<file path="src/rtl/id_ex_operand_latch.sv">
// id_ex_operand_latch
//
// Pipeline register between decode and execute. Each accepted instruction
// has its ALU operand B resolved up front (register value or one of three
// immediate forms) and is stored with its other operands. Storage is a
// two-entry skid buffer, so a stall from execute reaches decode only
// through a register.
//
// Ports (all buses MSB-first, bit 0 = MSB):
//   clk         rising-edge clock
//   rst         synchronous active-high reset
//   in_valid    upstream presents an instruction
//   in_ready    stage can accept (registered)
//   instr       opcode[0:5] rs[6:10] rt[11:15] rd[16:20] imm[16:31]
//   rs_data     register-file read A
//   rt_data     register-file read B
//   b_sel       00 rt_data, 01 sign-ext imm, 10 zero-ext imm, 11 imm<<16
//   flush       discard all held and incoming entries
//   out_valid   head entry available to execute
//   out_ready   execute accepts the head entry
//   op_a        rs_data of the head entry
//   op_b        resolved operand B of the head entry
//   store_data  rt_data of the head entry, unaltered
//   dest_reg    rt for immediate forms, rd for register form
//   opcode      opcode of the head entry

module id_ex_operand_latch #(
    parameter int DATA_W = 32
) (
    input  logic              clk,
    input  logic              rst,
    input  logic              in_valid,
    output logic              in_ready,
    input  logic [0:31]       instr,
    input  logic [0:DATA_W-1] rs_data,
    input  logic [0:DATA_W-1] rt_data,
    input  logic [0:1]        b_sel,
    input  logic              flush,
    output logic              out_valid,
    input  logic              out_ready,
    output logic [0:DATA_W-1] op_a,
    output logic [0:DATA_W-1] op_b,
    output logic [0:DATA_W-1] store_data,
    output logic [0:4]        dest_reg,
    output logic [0:5]        opcode
);

    // One stored entry: op_a, op_b, store_data, dest_reg, opcode
    localparam int ENTRY_W = 3 * DATA_W + 11;

    typedef enum logic [1:0] {
        EMPTY,
        FULL,
        SKID
    } stateT;

    stateT              state;
    logic [0:ENTRY_W-1] mainEntry;
    logic [0:ENTRY_W-1] skidEntry;
    logic [0:ENTRY_W-1] newEntry;
    logic [0:DATA_W-1]  opBNext;
    logic [0:4]         destNext;
    logic               accept;
    logic               emit;
    logic               unusedRsField;

    // The rs field is already consumed by the register file upstream;
    // only its read value travels through this stage.
    assign unusedRsField = &{1'b0, instr[6:10]};

    // Resolve operand B before storage so the buffer never has to keep
    // the raw immediate or the select code around.
    always_comb begin
        opBNext = '0;
        case (b_sel)
            2'b00:   opBNext = rt_data;
            2'b01:   opBNext = {{16{instr[16]}}, instr[16:31]};
            2'b10:   opBNext = {16'h0000, instr[16:31]};
            2'b11:   opBNext = {instr[16:31], 16'h0000};
            default: opBNext = '0;
        endcase
    end

    // Immediate forms write rt; the register form writes rd.
    assign destNext = (b_sel == 2'b00) ? instr[16:20] : instr[11:15];

    assign newEntry = {rs_data, opBNext, rt_data, destNext, instr[0:5]};

    assign accept = in_valid && in_ready;
    assign emit   = out_valid && out_ready;

    // Outputs are plain slices of the main entry register, so nothing on
    // the input side reaches them without passing through a flop.
    assign op_a       = mainEntry[0:DATA_W-1];
    assign op_b       = mainEntry[DATA_W:2*DATA_W-1];
    assign store_data = mainEntry[2*DATA_W:3*DATA_W-1];
    assign dest_reg   = mainEntry[3*DATA_W:3*DATA_W+4];
    assign opcode     = mainEntry[3*DATA_W+5:3*DATA_W+10];

    // Skid buffer control. in_ready and out_valid are registered alongside
    // the state so both handshake outputs come straight from flops. Flush
    // only drops the entries logically; reset also clears the data.
    always_ff @(posedge clk) begin
        if (rst) begin
            state     <= EMPTY;
            out_valid <= 1'b0;
            in_ready  <= 1'b1;
            mainEntry <= '0;
            skidEntry <= '0;
        end else if (flush) begin
            state     <= EMPTY;
            out_valid <= 1'b0;
            in_ready  <= 1'b1;
        end else begin
            case (state)
                EMPTY: begin
                    if (accept) begin
                        mainEntry <= newEntry;
                        out_valid <= 1'b1;
                        state     <= FULL;
                    end
                end
                FULL: begin
                    if (accept && emit) begin
                        mainEntry <= newEntry;
                    end else if (accept) begin
                        skidEntry <= newEntry;
                        in_ready  <= 1'b0;
                        state     <= SKID;
                    end else if (emit) begin
                        out_valid <= 1'b0;
                        state     <= EMPTY;
                    end
                end
                SKID: begin
                    if (emit) begin
                        mainEntry <= skidEntry;
                        in_ready  <= 1'b1;
                        state     <= FULL;
                    end
                end
                default: begin
                    state     <= EMPTY;
                    out_valid <= 1'b0;
                    in_ready  <= 1'b1;
                end
            endcase
        end
    end

endmodule

</file>
<file path="config.mk">
export PLATFORM = sky130hd
export DESIGN_NAME = id_ex_operand_latch
export DESIGN_NICKNAME = d
export VERILOG_FILES = /design/src/rtl/id_ex_operand_latch.sv
export SDC_FILE = /design/constraint.sdc
export NUM_CORES = 1
export LEC_CHECK = 0
export CORE_MARGIN = 2
export CORE_UTILIZATION = 45
export DETAILED_ROUTE_END_ITERATION = 6
export GPL_TIMING_DRIVEN = 0
export PLACE_DENSITY = 0.72
export SYNTH_ARGS = -nofsm -noshare
export SYNTH_HDL_FRONTEND = slang
export SYNTH_SLANG_ARGS = --single-unit
</file>
<file path="constraint.sdc">
create_clock -name clk -period 1.41 [get_ports clk]
set_input_delay 0.282 -clock clk [delete_from_list [all_inputs] [get_ports clk]]
set_output_delay 0.282 -clock clk [all_outputs]
set_load 0.01 [all_outputs]
</file>
# --- After elaboration in Yosys (flattened, before gate mapping) ---
# Index checks and enable logic that the tools add are counted.
# Widths: inputs -> output; s select.
word_totals:
  reg_bits: 218
  input_bits: 103
  wordCells: 55
classes:
  eq_ne: 13
  muxes: 21
  bitwise_logic: 4
  reduce_logical: 12
op_table:
  columns: ["op", "count"]
  rows:
  - ["$mux 107", 3]
  - ["$pmux 107 s3", 1]
  - ["$pmux 32 s4", 1]
  - ["$ne 2x2->1 const B", 7]
  - ["$reduce_and 4->1", 3]
  - ["$mux 2", 5]
  - ["$reduce_and 5->1", 2]
  - ["$mux 1", 7]
  - ["$eq 2x2->1 const B", 3]
  - ["$pmux 1 s3", 2]
  - ["$pmux 2 s3", 1]
  - ["$mux 5", 1]
  - ["$eq 2x1->1 const B", 2]
  - ["$logic_not 2->1", 2]
  - ["$not 1->1", 4]
  - ["$logic_and 1x1->1", 3]
  - ["$ne 3x3->1 const B", 1]
  - ["$reduce_bool 3->1", 1]
  - ["$reduce_or 2->1", 1]

# --- Logic depth before layout (Yosys ltp) ---
# Gate-level depths: netlist of run 1.
logic_depth:
  depth_word: 5
  depth_mapped: 7
  ltp_nobuf: 4

# --- Worst setup path after synthesis of run 1 ---
# No wires, ideal clock.
synth_timing:
  path_type: "reg2reg"
  startpoint: "register state[0]"
  endpoint: "register mainEntry[49] (netlist name)"
  setup_time_ns: 0.132
  arrival_ns: 1.409
  required_time_ns: 1.278
  path_slack_ns: -0.132
  path_stages_with_launch: 8
  cell_sequence: "dfxtp_1 -> a21bo_2 -> a22o_1 -> buf_4 -> buf_6 -> buf_4 -> o211ai_1 -> a21oi_1"
synth_between:
  elab_chain_len: 3
  elab_cells_between_ends: 9
  classes_between: "eq/ne: 5; mux: 1; reduce/logical: 3"
synth_rtl:
  columns: ["element", "line", "source"]
  rows:
  - ["from (decl)", "57", "stateT state;"]
  - ["from (signal assigned)", "105", "state <= EMPTY;"]
  - ["from (signal assigned)", "111", "state <= EMPTY;"]
  - ["from (signal assigned)", "120", "state <= FULL;"]
  - ["$eq 2x1->1 (tied with other cells)", "115", "case (state)"]
  - ["$ne 2x2->1 (no source line) or $reduce_bool 3->1 (tied branches)", null, null]
  - ["$reduce_and 5->1 (no source line)", null, null]
  - ["to (signal assigned)", "118", "mainEntry <= newEntry;"]
  - ["to (signal assigned)", "125", "mainEntry <= newEntry;"]
  - ["to (signal assigned)", "137", "mainEntry <= skidEntry;"]
  - ["to (decl)", "58", "logic [0:ENTRY_W-1] mainEntry;"]
# Parallel ways exist; a longest one is shown, timed or not.
# A chain may end at the register's enable or synchronous reset.

# --- Worst setup path in the final report of run 1 ---
layout_timing:
  startpoint: "register state[1]"
  endpoint: "register mainEntry[55] (netlist name)"
# The elaborated chain is that of the path after synthesis.

==> metrics, run 1 <==
Die H=151 µm; worst min path class=in2reg; wire length of the first global-routing pass=49500 µm; Synth area leader=dfxtp_1; critical path cell sequence=and4bb_2, a22o_4, buf_12, buf_12, clkbuf_16, o211ai_1, a21oi_1; Syn-to-layout area delta=51.0%; CTS Buffer Depth=3; DRT Pass-1 Iters=6; cell area after layout=14700 µm²; clk sink count=218; Worst Path Required=1.78 ns; final WL=35300 µm; Worst Max-Slew Pin Slew=0.877 ns; slowest CP cell=dfxtp_4; ant diodes=0; Max H-tree Level=1; DRC errors left=0; count of buffers from port buffering=205; hpwl dp=22700 µm; Final min period=1.74 ns; share of cells above drive strength 1=30.2%; syn_area_per_cell=8.35 µm²; root buf cell=clkbuf_16; final worst-path cycle share=123%; final setup vio count=214; Area contributors post-synth=dfxtp_1 45%, nand2_1 13%, a311oi_2 11%, nor2_1 5.7%, a21oi_1 4.9%; Peak VDD IR=0.000831 V; initial DRC count=957; Seq/Total Area, Yosys=44.9%; Crit path largest cell delay=0.37 ns; Lkg Pwr=0.00615 µW; main flop type after synthesis=dfxtp_1; placed instance area=12200 µm²; Most common cell on crit path=buf_12; Cells after Synth=1164; io pins=212; status=finished, violations left; PnR worst setup slack=-0.330 ns; Hold Fails Final Rpt=0; CP Max Fanout=6; pins over their slew limit=0; final non-filler cell total=1723; RSZ-0062 raised after global routing=yes; initial antenna violation count=0; Filler Cell Count=1611; row cnt=53; cell count after placement=1644; Setup TNS=-47.42 ns; fin nets=1537; violated checks=setup timing; clk slew on worst S/H paths=0.06 ns; cell area after synthesis=9710 µm²; Total GRT Usage=27.7%; fmax=0.575 GHz; vias in the first global route=9101; crit path kind=reg2reg; core area=21100 µm²; cts bufs inserted=24; antenna-violating nets left=0; CTS tree=yes; Mapped Nets=1267; largest net degree at the start of global routing=13; chip width=151 µm; register-to-register setup slack=-0.33 ns; Worst EP arrival=2.11 ns; nature of the critical path endpoint=flop; clock latency at the later pin of the worst-skew pair=0.52 ns; Post-synth EDFFs=0; ys async rst share=0%; element type at the critical path start=flop; pwr dens=1030 nW/µm²; drt wl/cell=20.5 µm; Post-Place Worst Slack=-0.966 ns; share of Yosys cell area claimed by the top area cell type=44.9%; Rel. slew slack=41.5%; Via density=5.76; flops & latches, synth=218; Vias=9923; initial core utilization=46.1%; count of cell types in the netlist=36; die area=22800 µm²; synth warn=0; Layout Skew=0.0102 ns; gp weighted congestion=0.955; Max-cap violations=0; grt ovf=0; post-route total power=15100 µW
## logic make-up after synthesis
family,share of synthesized area (%)
buffers and inverters,5.69
flip-flops,44.9
AND/OR/NAND/NOR,22.8
AO/OA/AOI/OAI,24.6
XOR/XNOR,0.180
multiplexers,1.75
## critical path: cells and delay by family, from the launching register on
family          cells  cell delay, ns
flops               1            0.37
simple gates        1            0.28
buf+inv             3            0.47
compound gates      3            0.47
## power breakdown
| group | switching [µW] | internal, µW |
|---|---|---|
| clock | 2500 | 3490 |
| sequential | 153 | 6420 |
| combinational | 1400 | 1180 |
## per-stage QoR
step	hold slack (ns)	utilization, %
global placement	0.439	57.7
finish	0.347	69.5
detailed placement	0.447	57.7
floorplan	0.365	-
global route	0.357	69.5
CTS	0.340	64.5
## area by class of cell
class,count,area (µm²),area share [%]
clock buffers,38,724,4.94
repair buffers,246,2600,17.7
plain buffers,108,945,6.44
multi-input cells,836,5660,38.6
flip-flops and latches,218,4380,29.9
clock inverters,2,10.0,0.0683
well taps,275,344,2.35
## final timing paths
check	start	end	cells past startpoint
worst max-delay path	state[1]	mainEntry[55]	7
worst min register to register	skidEntry[92]	skidEntry[92]	2
worst min-delay path	rs_data[15]	skidEntry[15]	3
worst max register to register	state[1]	mainEntry[55]	7
## cell usage after synthesis (11+ instances only)
master / instances
a211oi_1: 11
nand2b_1: 14
a21oi_1: 95
o41ai_1: 15
o211ai_1: 12
o2bb2ai_1: 12
nand2_1: 337
nor3_1: 27
clkbuf_1: 58
nand3b_1: 16
nor2_1: 147
a221oi_1: 30
dfxtp_1: 218
mux2i_1: 17
buf_2: 34
a311oi_2: 70
## registers in the layout, summed over array words and instances, names as in the netlist
register / flops
out_valid: 1
mainEntry: 107
in_ready: 1
state: 2
skidEntry: 107
## what timing repair did
item | CTS | global route
setup endpoints to repair | 325 | 311
gates cloned | 7 | 13
gates resized for setup | 259 | 363
hold buffers | 0 | 0
setup buffers | 17 | 8
pin swaps | 12 | 89
## layout by cell type, fill, tap and decap left out, types with 15 or more instances in the layout
cell / netlist / layout
a221oi_1: 30 / 15
a221oi_2: 0 / 15
a311oi_2: 70 / 70
nor2_1: 147 / 136
buf_12: 0 / 20
a21oi_1: 95 / 48
nand2_1: 337 / 297
clkdlybuf4s50_1: 0 / 94
clkbuf_16: 0 / 39
dlymetal6s2s_1: 0 / 35
a21oi_2: 0 / 47
nand3b_1: 16 / 16
clkbuf_1: 58 / 39
clkbuf_2: 0 / 64
nand2_4: 0 / 31
dfxtp_1: 218 / 211
buf_4: 10 / 19
mux2i_1: 17 / 17
nor3_1: 27 / 25
buf_6: 8 / 19
## metal layers
metal / vias up / GRT usage [%] / wire (µm)
met5: - / 0 / 0
met4: 0 / 8.97 / 1200
met3: 88 / 4.25 / 2720
met2: 487 / 45.2 / 16600
met1: 4747 / 37.8 / 14700
li1: 4601 / - / -
(Power assumes the default switching activity.)
==> inputs of run 2 (changes only) <==
--- a/config.mk
+++ b/config.mk
@@ -10,6 +10,7 @@
 export DETAILED_ROUTE_END_ITERATION = 6
 export GPL_TIMING_DRIVEN = 0
 export PLACE_DENSITY = 0.72
+export SETUP_SLACK_MARGIN = 0.1
 export SYNTH_ARGS = -nofsm -noshare
 export SYNTH_HDL_FRONTEND = slang
 export SYNTH_SLANG_ARGS = --single-unit
==> metrics, run 2 (synthesis results as in run 1) <==
pins over their slew limit=0; cts bufs inserted=23; chip width=151 µm; GR peak layer=met2; Worst Path Required=1.85 ns; met3 GRT Util=5.27%; Logic pwr share=17.3%; M2 GR Usage=46.8%; Seq. cell area=4420 µm²; CP Max Fanout=6; antenna-violating nets left=0; grt ovf=0; fin nets=1559; cell area after layout=15100 µm²; die area=22800 µm²; clk slew on worst S/H paths=0.07 ns; Clk pwr share=40.9%; Top Registers=mainEntry x107, skidEntry x107, state x2; placed instance area=12300 µm²; fmax=0.576 GHz; final WL=37000 µm; Worst EP arrival=2.18 ns; pwr dens=1040 nW/µm²; vias in the first global route=9583; worst min path class=in2reg; Total GRT Usage=29.0%; commonest non-fill, non-tap cell in the layout=nand2_1; Filler Cell Count=1449; nature of the critical path endpoint=flop; row cnt=53; met1 usage in global routing=37.2%; violated checks=setup timing; Max H-tree Level=1; most frequent cells in the layout=276 x nand2_1, 180 x dfxtp_1, 127 x nor2_1; Via density=5.90; Sequential Power Share=41.8%; root buf cell=clkbuf_16; Vias=10300; initial core utilization=46.1%; RSZ-0062 raised after global routing=yes; final worst-path cycle share=123%; Layout Skew=0.0156 ns; Max-cap violations=0; initial DRC count=901; final setup vio count=216; gp weighted congestion=1.04; Rel. slew slack=41.7%; clk sink count=218; Worst Max-Slew Pin Slew=0.874 ns; Final min period=1.73 ns; Peak VDD IR=0.000771 V; count of buffers from port buffering=205; initial antenna violation count=0; largest net degree at the start of global routing=14; post-route total power=15800 µW; Syn-to-layout area delta=55.2%; Post-Place Worst Slack=-0.854 ns; core area=21100 µm²; hpwl dp=22600 µm; Sw Ratio=26.6%; wire length of the first global-routing pass=51400 µm; PnR worst setup slack=-0.325 ns; share of cells above drive strength 1=40.8%; CTS Buffer Depth=3; drt wl/cell=21.3 µm; Lkg Pwr=0.00615 µW; io pins=212; ant diodes=0; clock latency at the later pin of the worst-skew pair=0.53 ns; area occupied by multi-input gates=5980 µm²; Switch Pwr=4200 µW; status=finished, violations left; Hold Slack=0.0642 ns; crit path kind=reg2reg; DRC errors left=0; Die H=151 µm; DRT Pass-1 Iters=5; Hold Fails Final Rpt=0; Int Power=11600 µW; element type at the critical path start=flop; CTS tree=yes
## run 2: cell count changes in the layout (fill, tap and decap cells not counted), moves of 10 or more
cell and delta:
a21oi_1 -16, a21oi_2 +16, buf_12 +11, buf_2 +93
buf_4 +17, clkbuf_16 -10, clkbuf_2 -45, clkdlybuf4s15_1 -14
clkdlybuf4s15_2 -11, dfxtp_1 -31, dfxtp_2 +31, dlymetal6s2s_1 -34
nand2_1 -21, nand2_4 +14
## run 2: area by class of cell
class                           count  area share (%)
Clock inverter                      6           0.888
Timing Repair Buffer              267            16.6
Multi-Input combinational cell    836            39.7
Buffer                            110            6.98
Clock buffer                       31            4.28
Sequential cell                   218            29.3
Tap cell                          275            2.28
## run 2: critical path: stages, from the launching register on
cell and delay (ns):
dfxtp_4 0.36, and4bb_2 0.36, a22oi_2 0.08, buf_6 0.15, buf_12 0.13, buf_8 0.13
a211o_1 0.28, a21oi_1 0.17
## run 2: power by group through the flow
stage | logic [µW] | registers [µW] | clock network [µW]
after detailed placement | 2250 | 6700 | 0
after global placement | 2220 | 6700 | 0
after floorplan | 1080 | 6780 | 0
final | 2720 | 6580 | 6450
after global routing | 2870 | 6610 | 6720
after CTS | 2390 | 6570 | 6430
## run 2: worst paths after layout
| kind | to | slack, ns | depth (start not counted) | from |
|---|---|---|---|---|
| worst max-delay path | mainEntry[48] | -0.32 | 7 | state[1] |
| worst min-delay path | state[1] | 0.06 | 2 | flush |
| worst max register to register | mainEntry[48] | -0.32 | 7 | state[1] |
| worst min register to register | mainEntry[57] | 0.45 | 2 | mainEntry[57] |
## run 2: what timing repair did
action                                  4_1_cts  5_1_grt
hold buffers                                  0        0
gates resized for setup                     667      256
setup buffers                                31       17
endpoints found under the setup margin      325      230
pin swaps                                    43       90
cloned                                       17        4
## run 2: per-layer routing
layer  part of all wire [%]  wire, µm
met1                     39     14400
met2                     46     17100
met3                    9.3      3460
met4                    5.7      2120
met5                      0         0
## run 2: per-stage QoR
stage                     std cells  setup TNS [ns]  util [%]
final                          1743          -49.64      71.5
after global routing           1743          -56.76      71.5
after detailed placement       1644         -157.68      58.1
after floorplan                1164           -2.34         -
after CTS                      1729          -39.74      66.5
after global placement         1644         -157.23      58.1
==> inputs of run 3 (changes only) <==
--- a/config.mk
+++ b/config.mk
@@ -11,6 +11,7 @@
 export GPL_TIMING_DRIVEN = 0
 export PLACE_DENSITY = 0.72
 export SETUP_SLACK_MARGIN = 0.1
+export SKIP_CTS_REPAIR_TIMING = 1
 export SYNTH_ARGS = -nofsm -noshare
 export SYNTH_HDL_FRONTEND = slang
 export SYNTH_SLANG_ARGS = --single-unit
==> metrics, run 3 (synthesis results as in run 1) <==
slowest CP cell=and4bb_4; Via density=5.80; CTS Buffer Depth=3; crit path kind=reg2reg; Clk pwr share=41.1%; Worst Max-Slew Pin Slew=0.859 ns; initial DRC count=683; initial core utilization=46.1%; cell count after placement=1644; element type at the critical path start=flop; met2 WL=16000 µm; Final Core Density=69.7%; Hold Fails Final Rpt=0; fmax=0.584 GHz; Sw Ratio=26.3%; worst min path class=in2reg; antenna-violating nets left=0; Hold Slack=0.344 ns; Switch Pwr=4100 µW; die area=22800 µm²; core area=21100 µm²; drt wl/cell=20.1 µm; final setup vio count=215; gp weighted congestion=1.04; Logic pwr share=16.7%; Crit path largest cell delay=0.39 ns; met3 wire len=2850 µm; Vias=9960; CTS tree=yes; nature of the critical path endpoint=flop; final non-filler cell total=1718; status=finished, violations left; Most common cell on crit path=buf_12; count of buffers from port buffering=205; Die H=151 µm; largest net degree at the start of global routing=14; io pins=212; DRT Pass-1 Iters=5; critical path cell sequence=and4bb_4, a22o_4, buf_12, buf_12, clkbuf_16, o211ai_1, a21oi_1; Layout Skew=0.0146 ns; clk sink count=218; Final min period=1.71 ns; DRC errors left=0; Syn-to-layout area delta=51.3%; RSZ-0062 raised after global routing=yes; Max H-tree Level=1; M1 WL=14200 µm; Setup TNS=-46.42 ns; chip width=151 µm; hpwl dp=22600 µm; cts bufs inserted=23; Int Power=11500 µW; initial antenna violation count=0; CP Max Fanout=6; top layer in use=met4; Peak VDD IR=0.000890 V; ant diodes=0; root buf cell=clkbuf_16; commonest non-fill, non-tap cell in the layout=nand2_1; fin nets=1534; Sequential Power Share=42.2%; violated checks=setup timing; clock latency at the later pin of the worst-skew pair=0.52 ns; Worst Path Required=1.85 ns; grt ovf=0; Total GRT Usage=26.0%; Lkg Pwr=0.00593 µW; wire length of the first global-routing pass=46500 µm; row cnt=53; Max-cap violations=0; most frequent cells in the layout=288 x nand2_1, 193 x dfxtp_1, 122 x nor2_1; share of cells above drive strength 1=37.8%; PnR worst setup slack=-0.302 ns; pwr dens=1060 nW/µm²; final WL=34600 µm; pins over their slew limit=0; clk slew on worst S/H paths=0.06 ns; Worst EP arrival=2.15 ns; vias in the first global route=8702; final worst-path cycle share=121%; Top Registers=mainEntry x107, skidEntry x107, state x2; Rel. slew slack=42.7%
-- run 3: final timing paths --
kind / startpoint / end / slack [ns] / cells past startpoint
setup reg to reg: state[1] / mainEntry[55] / -0.30 / 7
setup / recovery: state[1] / mainEntry[55] / -0.30 / 7
hold / removal: instr[1] / skidEntry[102] / 0.34 / 3
hold reg to reg: mainEntry[57] / mainEntry[57] / 0.45 / 2
-- run 3: metrics by stage --
stage          total power [µW]  setup slack, ns  cell area, µm²
2_1_floorplan              7860          -0.0281            9860
3_3_place_gp               8920           -0.855           12300
3_5_place_dp               8950           -0.854           12300
4_1_cts                   15300           -0.555           13000
5_1_grt                   16100           -0.355           14700
6_report                  15600           -0.302           14700
-- run 3: routing by layer --
metal  vias to the layer above  global-route usage [%]
met1                      4733                    34.9
met5                         -                       0
li1                       4607                       -
met2                       500                    41.4
met3                       120                    4.94
met4                         0                    10.4
-- run 3: cell type report --
cell class | instances | area (µm²)
Fill cell | 1568 | 6390
Multi-Input combinational cell | 836 | 5910
Tap cell | 275 | 344
Clock buffer | 31 | 646
Timing Repair Buffer | 242 | 2280
Sequential cell | 218 | 4400
Buffer | 110 | 988
Clock inverter | 6 | 134
-- run 3: worst max-delay path, delay by kind of cell (launching register included) --
family | cells | cell delay (ns)
simple gates | 1 | 0.39
buf+inv | 3 | 0.46
flops | 1 | 0.36
compound gates | 3 | 0.43
-- run 3: power by group through the flow --
stage | Combinational (µW) | Sequential, µW | Clock [µW]
after CTS | 2260 | 6570 | 6430
after global routing | 2760 | 6610 | 6710
final | 2600 | 6580 | 6420
after global placement | 2220 | 6700 | 0
after detailed placement | 2250 | 6700 | 0
after floorplan | 1080 | 6780 | 0
